<file path="config.mk">
export PLATFORM = sky130hd
export DESIGN_NAME = sys_skew_feeder_flat
export DESIGN_NICKNAME = d
export VERILOG_FILES = /design/src/rtl/sys_skew_feeder_if.sv /design/src/rtl/sys_skew_feeder.sv /design/src/flat_wrapper.sv
export SDC_FILE = /design/constraint.sdc
export NUM_CORES = 1
export LEC_CHECK = 0
export CAP_MARGIN = 20
export CORE_MARGIN = 2
export CORE_UTILIZATION = 50
export DETAILED_ROUTE_END_ITERATION = 6
export HOLD_SLACK_MARGIN = 0.05
export PLACE_DENSITY_LB_ADDON = 0.25
export SLEW_MARGIN = 30
export SYNTH_ARGS = -nofsm -noshare
export SYNTH_HDL_FRONTEND = slang
export SYNTH_SLANG_ARGS = --single-unit
</file>
<file path="constraint.sdc">
create_clock -name clk -period 4.9 [get_ports clk]
set_input_delay 0.49 -clock clk [delete_from_list [all_inputs] [get_ports clk]]
set_output_delay 0.49 -clock clk [all_outputs]
set_load 0.02 [all_outputs]
</file>
<file path="src/rtl/sys_skew_feeder_if.sv">
// DFU-to-feeder beat channel: one K-step per beat (column of A, row of B) with a
// registered ready coming back from the feeder.
interface sys_skew_feeder_if #(
  parameter int ROW = 8,
  parameter int COL = 8,
  parameter int ES  = 8
);
  logic                    dfu2fdr_vld;
  logic                    dfu2fdr_last;
  logic [ROW-1:0][ES-1:0]  dfu2fdr_a_data;
  logic [COL-1:0][ES-1:0]  dfu2fdr_b_data;
  logic                    fdr2dfu_rdy;

  modport master (
    output dfu2fdr_vld,
    output dfu2fdr_last,
    output dfu2fdr_a_data,
    output dfu2fdr_b_data,
    input  fdr2dfu_rdy
  );

  modport slave (
    input  dfu2fdr_vld,
    input  dfu2fdr_last,
    input  dfu2fdr_a_data,
    input  dfu2fdr_b_data,
    output fdr2dfu_rdy
  );
endinterface

</file>
<file path="src/rtl/sys_skew_feeder.sv">
// Skew staging in front of the systolic array: A lane r delayed r+1 cycles, B lane c
// delayed c+1 cycles, plus per-tile flow control (feed, drain the skew, hold off for C readout).
module sys_skew_feeder #(
  parameter int ROW     = 8,
  parameter int COL     = 8,
  parameter int ES      = 8,
  parameter int K_DEPTH = 8,
  parameter int GAP     = 10
) (
  input  logic                   clk,
  input  logic                   rst_n,
  sys_skew_feeder_if.slave       dfu_if,
  output logic [ROW-1:0]         dfu2sys_a_data_in_vld_o,
  output logic [ROW-1:0][ES-1:0] dfu2sys_a_data_in_o,
  output logic [COL-1:0]         dfu2sys_b_data_in_vld_o,
  output logic [COL-1:0][ES-1:0] dfu2sys_b_data_in_o,
  output logic                   fdr_busy_o,
  output logic                   fdr_tile_done_o,
  output logic                   fdr_len_err_o
);

  localparam int MAXD = (ROW > COL) ? ROW : COL;
  localparam int CW   = $clog2(K_DEPTH + 1);
  localparam int TMAX = (MAXD > GAP) ? MAXD : GAP;
  localparam int TW   = $clog2(TMAX + 1);

  localparam logic [CW-1:0] K_LAST    = CW'(K_DEPTH);
  localparam logic [TW-1:0] DRAIN_END = TW'(MAXD - 1);
  localparam logic [TW-1:0] WAIT_END  = TW'(GAP - 1);

  typedef enum logic [1:0] {
    ST_IDLE  = 2'd0,
    ST_FEED  = 2'd1,
    ST_DRAIN = 2'd2,
    ST_WAIT  = 2'd3
  } state_e;

  state_e          state_q, state_d;
  logic [CW-1:0]   beat_cnt_q, beat_cnt_d;
  logic [TW-1:0]   tmr_q, tmr_d;
  logic            rdy_q, rdy_d;
  logic            busy_q, busy_d;
  logic            done_q, done_d;
  logic            len_err_q, len_err_d;

  logic            accept_s;
  logic            tile_end_s;
  logic [CW-1:0]   beat_cnt_inc_s;

  // beat_cnt is 0 in IDLE, so the increment also yields 1 for the first beat of a tile
  assign accept_s       = dfu_if.dfu2fdr_vld & rdy_q;
  assign beat_cnt_inc_s = beat_cnt_q + CW'(1);
  assign tile_end_s     = accept_s & (dfu_if.dfu2fdr_last | (beat_cnt_inc_s == K_LAST));

  // next-state, counters and next values of the registered status outputs
  always_comb begin
    state_d    = state_q;
    beat_cnt_d = beat_cnt_q;
    tmr_d      = tmr_q;
    len_err_d  = 1'b0;
    case (state_q)
      ST_IDLE, ST_FEED: begin
        if (accept_s) begin
          beat_cnt_d = beat_cnt_inc_s;
          if (tile_end_s) begin
            state_d    = ST_DRAIN;
            tmr_d      = {TW{1'b0}};
            beat_cnt_d = {CW{1'b0}};
            len_err_d  = dfu_if.dfu2fdr_last ^ (beat_cnt_inc_s == K_LAST);
          end else begin
            state_d = ST_FEED;
          end
        end else begin
          state_d = state_q;
        end
      end
      ST_DRAIN: begin
        if (tmr_q == DRAIN_END) begin
          state_d = ST_WAIT;
          tmr_d   = {TW{1'b0}};
        end else begin
          tmr_d = tmr_q + TW'(1);
        end
      end
      ST_WAIT: begin
        if (tmr_q == WAIT_END) begin
          state_d    = ST_IDLE;
          tmr_d      = {TW{1'b0}};
          beat_cnt_d = {CW{1'b0}};
        end else begin
          tmr_d = tmr_q + TW'(1);
        end
      end
      default: begin
        state_d    = ST_IDLE;
        tmr_d      = {TW{1'b0}};
        beat_cnt_d = {CW{1'b0}};
      end
    endcase
    rdy_d  = (state_d == ST_IDLE) || (state_d == ST_FEED);
    busy_d = (state_d != ST_IDLE);
    done_d = (state_d == ST_WAIT) && (tmr_d == WAIT_END);
  end

  // control state and registered status outputs
  always_ff @(posedge clk or negedge rst_n) begin
    if (!rst_n) begin
      state_q    <= ST_IDLE;
      beat_cnt_q <= {CW{1'b0}};
      tmr_q      <= {TW{1'b0}};
      rdy_q      <= 1'b0;
      busy_q     <= 1'b0;
      done_q     <= 1'b0;
      len_err_q  <= 1'b0;
    end else begin
      state_q    <= state_d;
      beat_cnt_q <= beat_cnt_d;
      tmr_q      <= tmr_d;
      rdy_q      <= rdy_d;
      busy_q     <= busy_d;
      done_q     <= done_d;
      len_err_q  <= len_err_d;
    end
  end

  assign dfu_if.fdr2dfu_rdy = rdy_q;
  assign fdr_busy_o         = busy_q;
  assign fdr_tile_done_o    = done_q;
  assign fdr_len_err_o      = len_err_q;

  // A lane r: r+1 stage shift line; non-accepted cycles inject an all-zero bubble
  for (genvar r = 0; r < ROW; r++) begin : g_a_lane
    logic [r:0]         vld_q;
    logic [r:0][ES-1:0] dat_q;

    always_ff @(posedge clk or negedge rst_n) begin
      if (!rst_n) begin
        vld_q <= '0;
        dat_q <= '0;
      end else begin
        vld_q[0] <= accept_s;
        dat_q[0] <= accept_s ? dfu_if.dfu2fdr_a_data[r] : {ES{1'b0}};
        for (int j = 1; j <= r; j++) begin
          vld_q[j] <= vld_q[j-1];
          dat_q[j] <= dat_q[j-1];
        end
      end
    end

    assign dfu2sys_a_data_in_vld_o[r] = vld_q[r];
    assign dfu2sys_a_data_in_o[r]     = dat_q[r];
  end

  // B lane c: c+1 stage shift line, same bubble injection as the A lanes
  for (genvar c = 0; c < COL; c++) begin : g_b_lane
    logic [c:0]         vld_q;
    logic [c:0][ES-1:0] dat_q;

    always_ff @(posedge clk or negedge rst_n) begin
      if (!rst_n) begin
        vld_q <= '0;
        dat_q <= '0;
      end else begin
        vld_q[0] <= accept_s;
        dat_q[0] <= accept_s ? dfu_if.dfu2fdr_b_data[c] : {ES{1'b0}};
        for (int j = 1; j <= c; j++) begin
          vld_q[j] <= vld_q[j-1];
          dat_q[j] <= dat_q[j-1];
        end
      end
    end

    assign dfu2sys_b_data_in_vld_o[c] = vld_q[c];
    assign dfu2sys_b_data_in_o[c]     = dat_q[c];
  end

endmodule

</file>
<file path="src/flat_wrapper.sv">
// flat-port wrapper written by rule: the top's interface ports become plain ports
module sys_skew_feeder_flat 
#(
  parameter int ROW     = 8,
  parameter int COL     = 8,
  parameter int ES      = 8,
  parameter int K_DEPTH = 8,
  parameter int GAP     = 10
)
  (clk, rst_n, dfu2sys_a_data_in_vld_o, dfu2sys_a_data_in_o, dfu2sys_b_data_in_vld_o, dfu2sys_b_data_in_o, fdr_busy_o, fdr_tile_done_o, fdr_len_err_o, dfu_if_dfu2fdr_vld, dfu_if_dfu2fdr_last, dfu_if_dfu2fdr_a_data, dfu_if_dfu2fdr_b_data, dfu_if_fdr2dfu_rdy);
  sys_skew_feeder_if #(.ROW(ROW), .COL(COL), .ES(ES)) dfu_if_i ();
  input  logic clk;
  input  logic rst_n;
  output logic [ROW-1:0] dfu2sys_a_data_in_vld_o;
  output logic [ROW-1:0][ES-1:0] dfu2sys_a_data_in_o;
  output logic [COL-1:0] dfu2sys_b_data_in_vld_o;
  output logic [COL-1:0][ES-1:0] dfu2sys_b_data_in_o;
  output logic fdr_busy_o;
  output logic fdr_tile_done_o;
  output logic fdr_len_err_o;
  input wire logic [$bits(dfu_if_i.dfu2fdr_vld)-1:0] dfu_if_dfu2fdr_vld;
  input wire logic [$bits(dfu_if_i.dfu2fdr_last)-1:0] dfu_if_dfu2fdr_last;
  input wire logic [$bits(dfu_if_i.dfu2fdr_a_data)-1:0] dfu_if_dfu2fdr_a_data;
  input wire logic [$bits(dfu_if_i.dfu2fdr_b_data)-1:0] dfu_if_dfu2fdr_b_data;
  output wire logic [$bits(dfu_if_i.fdr2dfu_rdy)-1:0] dfu_if_fdr2dfu_rdy;
  assign dfu_if_i.dfu2fdr_vld = dfu_if_dfu2fdr_vld;
  assign dfu_if_i.dfu2fdr_last = dfu_if_dfu2fdr_last;
  assign dfu_if_i.dfu2fdr_a_data = dfu_if_dfu2fdr_a_data;
  assign dfu_if_i.dfu2fdr_b_data = dfu_if_dfu2fdr_b_data;
  assign dfu_if_fdr2dfu_rdy = dfu_if_i.fdr2dfu_rdy;
  sys_skew_feeder #(.ROW(ROW), .COL(COL), .ES(ES), .K_DEPTH(K_DEPTH), .GAP(GAP)) u_core (.clk(clk), .rst_n(rst_n), .dfu_if(dfu_if_i), .dfu2sys_a_data_in_vld_o(dfu2sys_a_data_in_vld_o), .dfu2sys_a_data_in_o(dfu2sys_a_data_in_o), .dfu2sys_b_data_in_vld_o(dfu2sys_b_data_in_vld_o), .dfu2sys_b_data_in_o(dfu2sys_b_data_in_o), .fdr_busy_o(fdr_busy_o), .fdr_tile_done_o(fdr_tile_done_o), .fdr_len_err_o(fdr_len_err_o));
endmodule
</file>
Word level (Yosys, flattened, before mapping)
Cells that the tools add are included.

Register bits after elaboration: 661. Output and inout bits: 148. Word-level logic and storage cells: 152. Input port bits: 132.

Equal/unequal tests: 11. Muxes and demuxes: 33. Bitwise logic cells: 4. $add $sub $neg: 2. Reductions and logical operators: 8.

Operator list (count): $mux 8 (16); $mux 4 (7); $eq 4x4->1 const B (3); $pmux 4 s3 (1); $add 4x1->4 const B (2); $mux 2 (4); $pmux 4 s2 (1); $eq 2x2->1 const B (3); $pmux 2 s3 (1); $eq 2x1->1 const B (2); $eq 4x3->1 const B (1); $logic_not 2->1 (2); $ne 2x1->1 const B (2); $reduce_bool 2->1 (2); $mux 1 (3); $reduce_and 3->1 (1); $and 1x1->1 (2); $reduce_or 2->1 (1); $logic_and 1x1->1 (1); $logic_or 1x1->1 (1); $or 1x1->1 (1); $xor 1x1->1 (1).

Logic depth before layout (Yosys ltp)
Word-level depth: 9. Gate-level depth with buffers: 8. Gate-level depth less buffers: 8.

Worst setup path before layout
Ideal clock, no wire load.

Kind: reg-to-reg. Start: reg u_core.beat_cnt_q[0]. End: reg u_core.done_q (netlist: u_core.fdr_tile_done_o). Clock period less this slack: 1.762 ns. Setup slack: 3.138 ns. Arrival time: 1.667 ns. Setup time: 0.095 ns. Required time: 4.805 ns. Stages on the path, launching flop included: 8. Path through: dfrtp_1 ha_1 nand3_1 ha_1 and4bb_2 a21oi_1 o221ai_1 nor4b_2.

Longest elaborated chain between the ends: 9. Elaborated cells on any way between the ends: 13.

Ends and longest elaborated chain: start: declaration (RTL line sys_skew_feeder.sv:39) `logic [CW-1:0] beat_cnt_q, beat_cnt_d;`; start signal: assignment (RTL line sys_skew_feeder.sv:109) `beat_cnt_q <= {CW{1'b0}};`; start signal: assignment (RTL line sys_skew_feeder.sv:117) `beat_cnt_q <= beat_cnt_d;`; $add 4x1->4 * (RTL line sys_skew_feeder.sv:52) `assign beat_cnt_inc_s = beat_cnt_q + CW'(1);`; $eq 4x4->1 * (RTL line sys_skew_feeder.sv:53) `assign tile_end_s = accept_s & (dfu_if.dfu2fdr_last | (beat_cnt_inc_s == K_LAST));`; $or 1x1->1 * (RTL line sys_skew_feeder.sv:53); $and 1x1->1 * (RTL line sys_skew_feeder.sv:53); $mux 4 or $mux 2 (tied branches) (RTL line sys_skew_feeder.sv:65) `if (tile_end_s) begin`; $mux 4 or $mux 2 (tied branches) (RTL line sys_skew_feeder.sv:63) `if (accept_s) begin`; $pmux 4 s3 or $pmux 2 s3 (tied branches) (RTL line sys_skew_feeder.sv:61) `case (state_q)`; $eq 4x4->1 or $eq 2x2->1 (tied branches) (RTL line sys_skew_feeder.sv:102) `done_d = (state_d == ST_WAIT) && (tmr_d == WAIT_END);`; $logic_and 1x1->1 * (RTL line sys_skew_feeder.sv:102); via u_core.done_d (RTL line sys_skew_feeder.sv:43) `logic done_q, done_d;`; end signal: assignment (RTL line sys_skew_feeder.sv:121) `done_q <= done_d;`; end: declaration (RTL line sys_skew_feeder.sv:43).

Mark *: on every way through the listed nets, which the timed path passes. The rest lies on a longest branch. A chain may end at the register's enable or synchronous reset.

==> results by group <==
Status
  – Status: finished clean

Power and ir drop
  – Int Power: 0.008926 W
  – Seq pwr share: 51.0%
  – Power Dens Cells: 537.8 nW/µm²
  – Combinational group share of total power: 11.2%
  – Peak VDD IR: 614.9 µV
  – Leak pwr: 11.06 nW
  – Clk pwr share: 37.8%
  – Psw: 0.002704 W
  – Sw frac: 23.25%

Synthesis
  – Yosys reg bits: 598
  – Most used flip-flop cell after synthesis: dfrtp_1
  – Synth Net Count: 1080
  – Sequential element share of the synthesized area: 86.92%
  – Yosys cell types: 36
  – Post-synth EDFFs: 0
  – Yosys synthesis warning count: 0
  – Average size of a mapped cell: 18.24 µm²
  – Cell count after synthesis: 944
  – Asr flop ratio synth: 100.0%
  – Post-Syn Area: 17220 µm²

STA
  – RSZ-0062 raised after global routing: no
  – Finish-stage setup viols: 0
  – Final setup margin: 2.726 ns
  – Final hold violations: 0
  – Final period util: 44.36%
  – Slew HR: 49.46%
  – Setup Skew: 0.01519 ns
  – Actual slew at the worst max-slew pin: 0.7581 ns
  – Setup TNS: 0 ns
  – Slew Limit Fails: 0
  – Max Clk Rate: 460.0 MHz
  – Fin crit period: 2.174 ns

Floorplan
  – Die H: 189.6 µm
  – I/O Pins: 280
  – Core Box Area: 33700 µm²
  – Die span in x: 189.6 µm
  – Die area: 35930 µm²
  – Row count: 67
  – Initial core utilization: 51.08%

Cells and area
  – Share of post-route cells with drive strength above 1: 8.975%
  – Nets: 1273
  – Reg area: 14970 µm²
  – Antenna Cells: 0
  – Multi-input logic area: 1202 µm²
  – Area grow syn2layout: 25.62%
  – Fillcell total: 2318

Critical path
  – Worst EP required: 4.41 ns
  – Slowest stage cell on the critical path: clkdlybuf4s50_1
  – Kind of cell adding the most delay to the critical path: buffers and inverters
  – Worst path bufs/invs: 1
  – Crit path kind: register to output port
  – WP data arrival: 1.68 ns
  – Crit. End Element: output port
  – Critical Path Fanout Max: 3
  – CP peak stage delay: 0.65 ns
  – Crit start category: register
  – Critical path, cell by cell: clkdlybuf4s50_1

Global routing
  – Pin count of the biggest net entering global routing: 143
  – Gr usage total: 15.84%
  – Total gr overflow: 0
  – Antenna violations before repair: 0
  – First-pass GRT wire length: 43.21 mm
  – Vias in the first global route: 7794

Clocking
  – Total CTS buffers: 54
  – Sink Count: 598
  – CTS tree: yes
  – Post-CTS Resized: 0
  – Worst skew pair latency: 0.57 ns
  – CTS clk-pin slew, worst paths: 0.06 ns
  – Root buffer cell: clkbuf_16
  – CTS max path bufs: 3
  – H-tree depth: 2

Drt
  – Vias per inst: 4.575
  – Antenna Nets Post-Route: 0
  – DRT iter0 DRCs: 494
  – Avg WL per Cell: 16.77 µm
  – TritonRoute pass-1 iters: 5
  – Via count: 7453
  – Final WL: 27.32 mm
  – Drt drc: 0

Flow run
  – Max_cap viols: 0

Hold path
  – Class of the worst hold path: register to register

Placement
  – PortBufs: 279
  – Worst slack at placement: 2.589 ns
  – Placer Congestion: 0.8044
  – Dpl hpwl: 16.30 mm
-- power by group through the flow --
stage / logic, W / registers (W) / clock network, W
floorplan: 0.000778 / 0.00596 / 0
global placement: 0.00129 / 0.00597 / 0
detailed placement: 0.00132 / 0.00602 / 0
CTS: 0.00132 / 0.00594 / 0.00453
global route: 0.00140 / 0.00601 / 0.00474
finish: 0.00130 / 0.00593 / 0.00440
-- cells in the mapped netlist (all sizes together) (2+ instances only) --
library cell / number / share of area [%]
and3: 129 / 4.7
inv: 7 / 0.15
nor2: 3 / 0.065
nand2: 6 / 0.13
o21ai: 8 / 0.23
ha: 4 / 0.29
nor4b: 2 / 0.14
a21oi: 6 / 0.17
and2: 2 / 0.073
clkbuf: 29 / 0.63
nand3: 7 / 0.20
buf: 122 / 5.3
dfrtp: 598 / 87
-- layer usage --
| layer | track usage (%) | vias to the layer above | share of wire, % |
|---|---|---|---|
| met5 | 0 | - | 0 |
| met4 | 5.665 | 0 | 2.6 |
| met3 | 4.538 | 52 | 7.2 |
| met2 | 25.78 | 277 | 50 |
| met1 | 20.69 | 3804 | 41 |
| li1 | - | 3320 | - |
-- area by class of cell --
class	count	area share [%]
multi-input combinational	188	5.560
timing repair buffer	288	13.59
sequential	598	69.21
inverter	7	0.1215
clock buffer	75	7.325
clock inverter	25	1.597
tap	448	2.592
-- stage by stage --
stage                     util (%)  hold WS [ns]  cell area (µm²)  total power (W)  instances
after floorplan                  -        0.1944            17220         0.006738        944
after global placement       58.32        0.3310            19660         0.007255       1527
after detailed placement     58.34        0.3347            19660         0.007335       1527
after CTS                    64.09        0.3332            21600          0.01179       1628
after global routing         64.17        0.3407            21630          0.01215       1629
final                        64.17        0.3314            21630          0.01163       1629
-- placed cells by master (no fill, tap or decap), types with 2 or more instances in the layout --
cell / netlist / final
clkinv_2: 0 / 10
and3_1: 129 / 129
buf_4: 121 / 3
o21ai_0: 8 / 8
and2_1: 2 / 2
ha_1: 4 / 4
bufinv_16: 0 / 8
clkinv_4: 0 / 2
clkbuf_16: 0 / 57
buf_12: 0 / 4
clkbuf_8: 0 / 9
nand2_1: 6 / 6
a21oi_1: 6 / 6
dfrtp_1: 598 / 597
nor2_1: 3 / 3
inv_1: 7 / 7
clkinvlp_4: 0 / 5
clkdlybuf4s50_1: 0 / 277
nand3_1: 7 / 7
clkbuf_1: 29 / 9
-- registers in the layout (all words and copies together), names as in the netlist --
register and cells:
u_core.g_b_lane.dat_q 232, u_core.g_a_lane.vld_q 8, u_core.dfu2sys_a_data_in_o 56, u_core.state_q 2, u_core.fdr_tile_done_o 1, u_core.beat_cnt_q 4, u_core.tmr_q 4, u_core.dfu_if.fdr2dfu_rdy 1
u_core.g_a_lane.dat_q 232, u_core.dfu2sys_b_data_in_o 56, u_core.fdr_len_err_o 1, u_core.fdr_busy_o 1
-- what timing repair did --
action                                 4_1_cts  5_1_grt
hold buffers                                 1        0
endpoints found under the hold margin       93        0
setup buffers                                0        0
-- cells by family after synthesis --
| logic type | share of synthesized area (%) |
|---|---|
| and+or+nand+nor | 5.873 |
| DFF | 86.92 |
| buffers and inverters | 6.091 |
| xor gates and xnor gates | 0.05089 |
| AOI/OAI and AO/OA | 0.7705 |
| adders and majority gates | 0.2907 |
-- path summary, 6_finish.rpt --
kind,slack [ns],end,cells past startpoint,startpoint
max reg2reg,2.77,u_core.fdr_tile_done_o,7,u_core.beat_cnt_q[0]
min,0.33,u_core.g_a_lane[7].dat_q[16],0,u_core.g_a_lane[7].dat_q[8]
min in group asynchronous,0.43,u_core.g_a_lane[6].dat_q[38],2,rst_n
max in group asynchronous,3.12,u_core.g_b_lane[6].dat_q[47],4,rst_n
max,2.73,dfu2sys_b_data_in_vld_o[6],1,u_core.g_a_lane[7].vld_q[6]
min reg2reg,0.33,u_core.g_a_lane[7].dat_q[16],0,u_core.g_a_lane[7].dat_q[8]
Note: power is estimated with default switching activity, not from simulation.
